[src/rtl/ex_muldiv_unit_pkg.sv]
// Shared types and constants for the RV32M multiply/divide unit.
package ex_muldiv_unit_pkg;

  typedef enum logic [2:0] {
    OP_MUL    = 3'd0,
    OP_MULH   = 3'd1,
    OP_MULHSU = 3'd2,
    OP_MULHU  = 3'd3,
    OP_DIV    = 3'd4,
    OP_DIVU   = 3'd5,
    OP_REM    = 3'd6,
    OP_REMU   = 3'd7
  } muldiv_op_type;

  typedef enum logic [1:0] {
    IDLE = 2'd0,
    MUL  = 2'd1,
    DIV  = 2'd2,
    DONE = 2'd3
  } muldiv_state_type;

  typedef struct packed {
    logic          muldiv;
    muldiv_op_type op;
  } control_type;

  localparam logic [31:0] DIV_BY_ZERO_Q = 32'hFFFF_FFFF;
  localparam logic [31:0] INT_MIN       = 32'h8000_0000;

  function automatic logic is_div_op(input muldiv_op_type op);
    return op[2];
  endfunction

endpackage

[src/rtl/ex_muldiv_unit_if.sv]
// Request/response bundle between the execute stage and the mul/div unit.
interface ex_muldiv_unit_if;
  import ex_muldiv_unit_pkg::*;

  logic          start;
  logic          flush;
  muldiv_op_type op;
  logic [31:0]   operand_a;
  logic [31:0]   operand_b;
  logic          busy;
  logic          result_valid;
  logic [31:0]   result;

  modport master (
    output start, flush, op, operand_a, operand_b,
    input  busy, result_valid, result
  );

  modport slave (
    input  start, flush, op, operand_a, operand_b,
    output busy, result_valid, result
  );
endinterface

[src/rtl/ex_muldiv_unit_div_core.sv]
// Restoring division on unsigned magnitudes, one quotient bit per cycle.
// quotient/remainder present the post-step values so the caller can register them on done.
module ex_muldiv_unit_div_core #(
  parameter int DIV_STEPS = 32
) (
  input  logic        clk,
  input  logic        reset_n,
  input  logic        load,
  input  logic        kill,
  input  logic [31:0] dividend,
  input  logic [31:0] divisor,
  output logic [31:0] quotient,
  output logic [31:0] remainder,
  output logic        done
);
  localparam int CW = $clog2(DIV_STEPS);

  logic [31:0]   rem_r, quo_r, div_r;
  logic [CW-1:0] count;
  logic          active;
  logic [32:0]   shifted, diff;
  logic          fits;

  assign shifted   = {rem_r, quo_r[31]};
  assign diff      = shifted - {1'b0, div_r};
  assign fits      = ~diff[32];
  assign remainder = fits ? diff[31:0] : shifted[31:0];
  assign quotient  = {quo_r[30:0], fits};
  assign done      = active && (count == CW'(DIV_STEPS - 1));

  always_ff @(posedge clk or negedge reset_n) begin
    if (!reset_n) begin
      rem_r  <= '0;
      quo_r  <= '0;
      div_r  <= '0;
      count  <= '0;
      active <= 1'b0;
    end else if (kill) begin
      count  <= '0;
      active <= 1'b0;
    end else if (load) begin
      rem_r  <= '0;
      quo_r  <= dividend;
      div_r  <= divisor;
      count  <= '0;
      active <= 1'b1;
    end else if (active) begin
      rem_r <= remainder;
      quo_r <= quotient;
      if (done) begin
        count  <= '0;
        active <= 1'b0;
      end else begin
        count <= count + CW'(1);
      end
    end
  end
endmodule

[src/rtl/ex_muldiv_unit.sv]
// Iterative RV32M multiply/divide unit feeding the EX/MEM ALU-result path.
// state | meaning
// IDLE  | waiting for start; latches op and operands
// MUL   | single-cycle 64-bit product, result registered
// DIV   | DIV_STEPS restoring iterations in div_core
// DONE  | result_valid high for one cycle
module ex_muldiv_unit
  import ex_muldiv_unit_pkg::*;
#(
  parameter int DIV_STEPS = 32
) (
  input logic              clk,
  input logic              reset_n,
  ex_muldiv_unit_if.slave  bus
);
  muldiv_state_type state;
  muldiv_op_type    op_q;
  logic [31:0]      a_q, b_q, result_q;
  logic             result_valid_q, neg_q, neg_r, rem_sel;

  logic        accept, div_req, signed_req, rem_req, div_zero, div_ovf, fast;
  logic [31:0] fast_result, mag_a, mag_b;

  assign accept      = (state == IDLE) && bus.start && !bus.flush;
  assign div_req     = is_div_op(bus.op);
  assign signed_req  = (bus.op == OP_DIV) || (bus.op == OP_REM);
  assign rem_req     = (bus.op == OP_REM) || (bus.op == OP_REMU);
  assign div_zero    = (bus.operand_b == 32'd0);
  assign div_ovf     = signed_req && (bus.operand_a == INT_MIN) && (bus.operand_b == 32'hFFFF_FFFF);
  assign fast        = div_req && (div_zero || div_ovf);
  assign fast_result = div_zero ? (rem_req ? bus.operand_a : DIV_BY_ZERO_Q)
                                : (rem_req ? 32'd0 : INT_MIN);
  assign mag_a = (signed_req && bus.operand_a[31]) ? (~bus.operand_a + 32'd1) : bus.operand_a;
  assign mag_b = (signed_req && bus.operand_b[31]) ? (~bus.operand_b + 32'd1) : bus.operand_b;

  // Low 64 bits of the 33x33 extended product are all that any op selects.
  logic        a_sign, b_sign;
  logic [63:0] a_wide, b_wide, product;

  assign a_sign  = a_q[31] && ((op_q == OP_MULH) || (op_q == OP_MULHSU));
  assign b_sign  = b_q[31] && (op_q == OP_MULH);
  assign a_wide  = {{32{a_sign}}, a_q};
  assign b_wide  = {{32{b_sign}}, b_q};
  assign product = a_wide * b_wide;

  logic        div_load, div_done;
  logic [31:0] div_quo, div_rem, q_fix, r_fix;

  assign div_load = accept && div_req && !fast;

  ex_muldiv_unit_div_core #(.DIV_STEPS(DIV_STEPS)) u_div_core (
    .clk       (clk),
    .reset_n   (reset_n),
    .load      (div_load),
    .kill      (bus.flush),
    .dividend  (mag_a),
    .divisor   (mag_b),
    .quotient  (div_quo),
    .remainder (div_rem),
    .done      (div_done)
  );

  assign q_fix = neg_q ? (~div_quo + 32'd1) : div_quo;
  assign r_fix = neg_r ? (~div_rem + 32'd1) : div_rem;

  always_ff @(posedge clk or negedge reset_n) begin
    if (!reset_n) begin
      state          <= IDLE;
      op_q           <= OP_MUL;
      a_q            <= '0;
      b_q            <= '0;
      neg_q          <= 1'b0;
      neg_r          <= 1'b0;
      rem_sel        <= 1'b0;
      result_q       <= '0;
      result_valid_q <= 1'b0;
    end else begin
      result_valid_q <= 1'b0;
      if (bus.flush) begin
        state <= IDLE;
      end else begin
        case (state)
          IDLE: if (bus.start) begin
            op_q    <= bus.op;
            a_q     <= bus.operand_a;
            b_q     <= bus.operand_b;
            neg_q   <= signed_req && (bus.operand_a[31] ^ bus.operand_b[31]);
            neg_r   <= signed_req && bus.operand_a[31];
            rem_sel <= rem_req;
            if (!div_req) begin
              state <= MUL;
            end else if (fast) begin
              state          <= DONE;
              result_q       <= fast_result;
              result_valid_q <= 1'b1;
            end else begin
              state <= DIV;
            end
          end
          MUL: begin
            result_q       <= (op_q == OP_MUL) ? product[31:0] : product[63:32];
            result_valid_q <= 1'b1;
            state          <= DONE;
          end
          DIV: if (div_done) begin
            result_q       <= rem_sel ? r_fix : q_fix;
            result_valid_q <= 1'b1;
            state          <= DONE;
          end
          DONE: state <= IDLE;
          default: state <= IDLE;
        endcase
      end
    end
  end

  assign bus.busy         = reset_n && (accept || (state == MUL) || (state == DIV));
  assign bus.result_valid = result_valid_q;
  assign bus.result       = result_q;
endmodule

[src/flat_wrapper.sv]
// flat-port wrapper written by rule: the top's interface ports become plain ports
module ex_muldiv_unit_flat import ex_muldiv_unit_pkg::*;
#(
  parameter int DIV_STEPS = 32
)
  (clk, reset_n, bus_start, bus_flush, bus_op, bus_operand_a, bus_operand_b, bus_busy, bus_result_valid, bus_result);
  ex_muldiv_unit_if bus_i ();
  input logic clk;
  input logic reset_n;
  input wire logic [$bits(bus_i.start)-1:0] bus_start;
  input wire logic [$bits(bus_i.flush)-1:0] bus_flush;
  input wire logic [$bits(bus_i.op)-1:0] bus_op;
  input wire logic [$bits(bus_i.operand_a)-1:0] bus_operand_a;
  input wire logic [$bits(bus_i.operand_b)-1:0] bus_operand_b;
  output wire logic [$bits(bus_i.busy)-1:0] bus_busy;
  output wire logic [$bits(bus_i.result_valid)-1:0] bus_result_valid;
  output wire logic [$bits(bus_i.result)-1:0] bus_result;
  assign bus_i.start = bus_start;
  assign bus_i.flush = bus_flush;
  assign bus_i.op = bus_op;
  assign bus_i.operand_a = bus_operand_a;
  assign bus_i.operand_b = bus_operand_b;
  assign bus_busy = bus_i.busy;
  assign bus_result_valid = bus_i.result_valid;
  assign bus_result = bus_i.result;
  ex_muldiv_unit #(.DIV_STEPS(DIV_STEPS)) u_core (.clk(clk), .reset_n(reset_n), .bus(bus_i));
endmodule
[config.mk]
export PLATFORM = sky130hd
export DESIGN_NAME = ex_muldiv_unit_flat
export DESIGN_NICKNAME = d
export VERILOG_FILES = /design/src/rtl/ex_muldiv_unit_pkg.sv /design/src/rtl/ex_muldiv_unit_if.sv /design/src/rtl/ex_muldiv_unit_div_core.sv /design/src/rtl/ex_muldiv_unit.sv /design/src/flat_wrapper.sv
export SDC_FILE = /design/constraint.sdc
export NUM_CORES = 2
export LEC_CHECK = 0
export CORE_MARGIN = 2
export CORE_UTILIZATION = 60
export CTS_CLUSTER_DIAMETER = 30
export DETAILED_ROUTE_END_ITERATION = 10
export GPL_ROUTABILITY_DRIVEN = 0
export PLACE_DENSITY = 0.77
export SLEW_MARGIN = 20
export SYNTH_ARGS = -nofsm -noshare
export SYNTH_HDL_FRONTEND = slang
export SYNTH_SLANG_ARGS = --single-unit
[constraint.sdc]
create_clock -name clk -period 20.3 [get_ports clk]
set_clock_uncertainty 0.15 [all_clocks]
set_input_delay 2.03 -clock clk [delete_from_list [all_inputs] [get_ports clk]]
set_output_delay 2.03 -clock clk [all_outputs]
set_load 0.005 [all_outputs]
* Word level (Yosys, flattened, before mapping)
Cells that the tools add are included.
Word-level totals: register bits after elaboration 207, input port bits 71, output and inout port bits 34, logic and storage cells 117
Operators by class: add/subtract/negate cells 6, multipliers 1, equal/unequal tests 17, mux-type cells 39, bitwise gates (word level) 7, reductions and logical operators 33
Operators with widths (count):
- $mux 32 | 18
- $add 32x1->32 const B | 4
- $not 32->32 | 4
- $pmux 32 s3 | 1
- $eq 32x32->1 const B | 2
- $mul 33x33->64 | 1
- $sub 33x32->33 | 1
- $logic_not 32->1 | 1
- $mux 5 | 4
- $logic_and 1x1->1 | 14
- $mux 1 | 10
- $eq 3x3->1 const B | 3
- $mux 2 | 4
- $pmux 2 s4 | 1
- $logic_or 1x1->1 | 6
- $reduce_and 2->1 | 3
- $reduce_and 6->1 | 1
- $reduce_bool 3->1 | 2
- $add 5x1->5 const B | 1
- $eq 5x5->1 const B | 1
- $eq 2x2->1 const B | 2
- $ne 2x1->1 const B | 2
- $ne 2x2->1 const B | 2
- $eq 3x1->1 const B | 1
- 12 further kinds | 14

* Logic depth before layout (Yosys ltp)
word-level depth 11, gate-level depth with buffers 33, gate-level depth less buffers 31

* Hierarchy
A second synthesis with hierarchy kept.
Second synthesis, totals: cell total of the unflattened synthesis 5962, area, all modules 52909.5 µm²
Modules (own cells, without submodules):
- ex_muldiv_unit | times used 1, cells an instance 5236, area an instance 46151.8 µm², sequential area each 2627.5 µm²
- ex_muldiv_unit_div_core | times used 1, cells an instance 726, area an instance 6757.7 µm², sequential area each 2552.4 µm²

* Least setup slack after synthesis
Ideal clock, no wire load.
path kind reg2reg, start register u_core.op_q[0], end register u_core.result_q[29], in the netlist u_core.bus.result[29], setup time 0.138 ns, arrival 8.741 ns, data required time 20.012 ns, path slack 11.270 ns, stages on the path, launching flop included 29, buffers on the path 1, period minus slack after synthesis 9.030 ns, path through dfrtp_1 > xnor2_1 > nor3b_1 > clkbuf_1 > nand2_1 > fa_1 > fa_1 > inv_1 > fa_1 > inv_1 > fa_1 > inv_1 > fa_1 > fa_1 > fa_1 > inv_1 > fa_1 > inv_1 > ha_1 > a21o_1 > a21o_1 > a221oi_1 > a31oi_1 > a311oi_1 > o21bai_1 > a21oi_1 > xor2_1 > nor3_1 > or4_1
On the way: longest elaborated chain between the ends 6, elaborated cells between the ends (all ways) 9, those cells by class mul (1); eq/ne (2); mux (2); reduce/logical (4)
Ends and longest elaborated chain:
- from (decl) | RTL line ex_muldiv_unit.sv:17 | muldiv_op_type op_q;
- from (signal assigned) | RTL line ex_muldiv_unit.sv:84 | op_q <= bus.op;
- $eq 3x1->1 or $eq 3x2->1 (tied branches) | RTL line ex_muldiv_unit.sv:40, ex_muldiv_unit.sv:41
- $logic_or 1x1->1 | RTL line ex_muldiv_unit.sv:40 | assign a_sign = a_q[31] && ((op_q == OP_MULH) || (op_q == OP_MULHSU));
- $logic_and 1x1->1 | RTL line ex_muldiv_unit.sv:40
- $mul 33x33->64 | RTL line ex_muldiv_unit.sv:44 | assign product = a_wide * b_wide;
- $mux 32 * | RTL line ex_muldiv_unit.sv:101 | result_q <= (op_q == OP_MUL) ? product[31:0] : product[63:32];
- $pmux 32 s3 * | RTL line ex_muldiv_unit.sv:82 | case (state)
- to (signal assigned) | RTL line ex_muldiv_unit.sv:94 | result_q <= fast_result;
- to (signal assigned) | RTL line ex_muldiv_unit.sv:101
- to (signal assigned) | RTL line ex_muldiv_unit.sv:106 | result_q <= rem_sel ? r_fix : q_fix;
- to (decl) | RTL line ex_muldiv_unit.sv:18 | logic [31:0] a_q, b_q, result_q;
Every way passes the cells marked *; elsewhere a longest branch is shown, timed or not. A chain may end at the register's enable or synchronous reset.

* Final worst setup path
Same ends and word-level chain as after synthesis.

==> summary.md <==
| Metric | Value |
|---|---|
| Status | `complete, no violations` |
| Worst path most repeated cell | `fa_1` |
| Crit path max fanout | `31` |
| First-pass GRT wire length | `242700 um` |
| Post-route ant nets | `0` |
| Setup Crit Path Kind | `flip-flop to flip-flop` |
| Register area share after synthesis | `9.755%` |
| Slew margin rel. | `18.51%` |
| Die ar. | `0.09090 sq mm` |
| Shortest period the worst path allows | `9.975 ns` |
| CTS Root Buffer Type | `clkbuf_16` |
| Area growth syn-to-layout | `7.140%` |
| Initial Util | `60.27%` |
| Total Wirelength | `148500 um` |
| Cts repair resizes | `0` |
| Clk buf depth | `3` |
| Initial antenna violation count | `10` |
| #FFs+latches synth | `207` |
| Hold Path End | `u_core.bus.result[14]` |
| Fill cell count | `7151` |
| Chip height | `301.5 um` |
| Startpoint Class | `flip-flop` |
| Worst Hold Depth | `2` |
| Top_reg_cell synth | `dfrtp_1` |
| Post-route setup TNS | `0 ns` |
| Syn Nets | `7506` |
| Vias per cell | `5.945` |
| Final Max Slew Viols | `0` |
| Core ar. | `0.08810 sq mm` |
| Clk slew on worst S/H paths | `0.05 ns` |
| Num CTS Buffers | `54` |
| Synth Cell Area | `0.05310 sq mm` |
| Fmax | `100.3 MHz` |
| CTS sink count | `207` |
| Rows | `109` |
| IO Pins | `105` |
| Min-delay src | `u_core.bus.result[14]` |
| Crit path largest cell delay | `0.79 ns` |
| Critical Path RT | `20.59 ns` |
| Register-to-register setup slack | `10.33 ns` |
| DR DRC count | `0` |
| Synth warn | `0` |
| Worst path slowest cell | `fa_1` |
| Worst Reg2Reg Path Length in Cells | `30` |
| CP startpoint | `u_core.op_q[0]` |
| Unrepaired setup endpoints after global routing | `false` |
| Vias in the first global route | `45087` |
| Period utilisation layout | `49.14%` |
| Per-cell routed wire length | `20.72 um` |
| Setup Buffers After CTS | `0` |
| Initial DRC Count | `3928` |
| Post-synthesis cell type count | `103` |
| Final Hold Fails | `0` |
| Number of flops mapped to enable cells by yosys | `0` |
| Largest net degree at the start of global routing | `103` |
| Start of the worst register-to-register path | `u_core.op_q[0]` |
| Sequential Area | `0.005180 sq mm` |
| Insertion delay to the later sink of the worst-skew pair | `0.57 ns` |
| Syn Area/Cell | `8.771 sq um` |
| Pre-Repair DR Iteration Count | `9` |
| Reg-to-reg critical path endpoint | `u_core.bus.result[29]` |
| Setup crit end kind | `flip-flop` |
| Input/output buffers | `104` |
| Max cap viols | `0` |
| CP Buf/Inv Count | `8` |
| Multi-input logic area | `0.04194 sq mm` |
| Final setup vio count | `0` |
| Detailed placement HPWL | `117300 um` |
| CTS H-tree lvls | `2` |
| Gr usage total | `34.09%` |
| Vias | `42609` |
| Worst EP arrival | `10.26 ns` |
| CP delay by family, top | `adder cells` |
| Hold Crit Class | `flip-flop to flip-flop` |
| Die width | `301.5 um` |
| # hold bufs at CTS | `0` |
| Slew @ Worst Pin | `1.192 ns` |
| Share of cells above drive strength 1 | `5.349%` |
| Share of synthesized flip-flops with an asynchronous set or reset | `100.0%` |
| CTS tree | `yes` |
| GRT overflow | `0` |
| Fin nets | `7407` |
| Syn Inst Count | `6054` |
[stage by stage]
stage | worst slack (ns) | cell area, sq um | util [%] | hold WS [ns] | instances
after floorplan | 11.27 | 53100 | - | 0.3215 | 6054
after global placement | 10.59 | 54940 | 62.35 | 0.3118 | 7063
after detailed placement | 10.42 | 54940 | 62.35 | 0.3229 | 7063
after CTS | 10.42 | 56860 | 64.54 | 0.3340 | 7165
after global routing | 9.791 | 56890 | 64.57 | 0.3582 | 7166
final | 10.33 | 56890 | 64.58 | 0.3340 | 7167
[worst max-delay path by stage]
stage                                 end  slack (ns)  cells after the start
floorplan           u_core.bus.result[29]       11.27                     28
global placement    u_core.bus.result[29]       10.59                     30
detailed placement  u_core.bus.result[29]       10.42                     30
CTS                 u_core.bus.result[29]       10.42                     30
global route        u_core.bus.result[29]        9.79                     30
finish              u_core.bus.result[29]       10.33                     30
[worst min-delay path, delay by kind of cell (launching register included)]
| family | cells | cell delay, ns |
|---|---|---|
| compound gates | 1 | 0.06 |
| flops | 1 | 0.34 |
| simple gates | 1 | 0.05 |
[cells in the mapped netlist (18+ instances only)]
cell      number  area [sq um]
o221ai_1      18         157.7
mux2i_1       39         390.4
o211ai_1      22         165.2
o21a_1        22         165.2
xnor2_1      109         954.7
dfrtp_1      207          5180
a31oi_1       25         156.4
a21o_1        49         367.9
xor2_1        95         832.1
nand2_1     1015          3810
nor4_1        26         162.7
ha_1         255          3191
or2_2         20         125.1
nor3_1        52         260.3
o31ai_1       30         225.2
inv_1       1237          4643
clkbuf_1     322          1209
mux2_2        70         788.3
and2_1       317          1983
nor2_1       171         641.9
a21oi_1      186         930.9
nand3_1       45         225.2
nand4_1       23         143.9
or3_1         23         143.9
o21ai_0      255          1276
fa_1        1126         22540
[area by class of cell]
class / instances / area share [%]
Timing Repair Buffer: 193 / 3.048
Sequential cell: 207 / 9.105
Inverter: 1238 / 8.168
Clock inverter: 35 / 0.7499
Multi-Input combinational cell: 4261 / 73.73
Tap cell: 1165 / 2.562
Clock buffer: 67 / 2.637
Antenna cell: 1 / 0.004399
[cells in the final DEF, fill, tap and decap left out, types with 70 or more instances in the layout]
cell type / n
xor2_1: 95
xnor2_1: 109
and2_1: 317
nor2_1: 169
nand2_1: 1015
mux2_2: 70
inv_1: 1237
ha_1: 255
buf_4: 88
dfrtp_1: 207
o21ai_0: 255
fa_1: 1126
a21oi_1: 186
clkdlybuf4s50_1: 103
[state kept, by name, summed over array words and instances, names as in the netlist, 2 cells and up]
register and cells:
u_core.u_div_core.rem_r 32, u_core.u_div_core.count 5, u_core.state 2, u_core.b_q 32, u_core.a_q 32, u_core.op_q 3, u_core.u_div_core.quo_r 32, u_core.u_div_core.div_r 32
u_core.bus.result 32
[cell families (layout without fill, tap and decap cells)]
logic type / Yosys count / in the layout / share of synthesized area (%)
other cells: 0 / 1 / 0
flops: 207 / 207 / 9.755
simple gates: 1805 / 1805 / 15.71
xor+xnor: 204 / 204 / 3.365
fa+ha+maj: 1381 / 1381 / 48.46
compound gates: 762 / 762 / 9.197
buf+inv: 1586 / 1533 / 11.30
mux: 109 / 109 / 2.220
[metal layers]
metal | track usage [%] | part of all wire [%] | routed length (um) | vias to the layer above
met2 | 55.83 | 48 | 71000 | 2184
met4 | 16.22 | 5.7 | 8536 | 6
met1 | 43.94 | 37 | 54930 | 21577
met5 | 0 | 0.028 | 42 | -
li1 | - | - | - | 18279
met3 | 6.440 | 9.4 | 14010 | 563
Power is not shown: default switching activity piles up to over one toggle a cycle in this logic, so the estimate is an artifact.
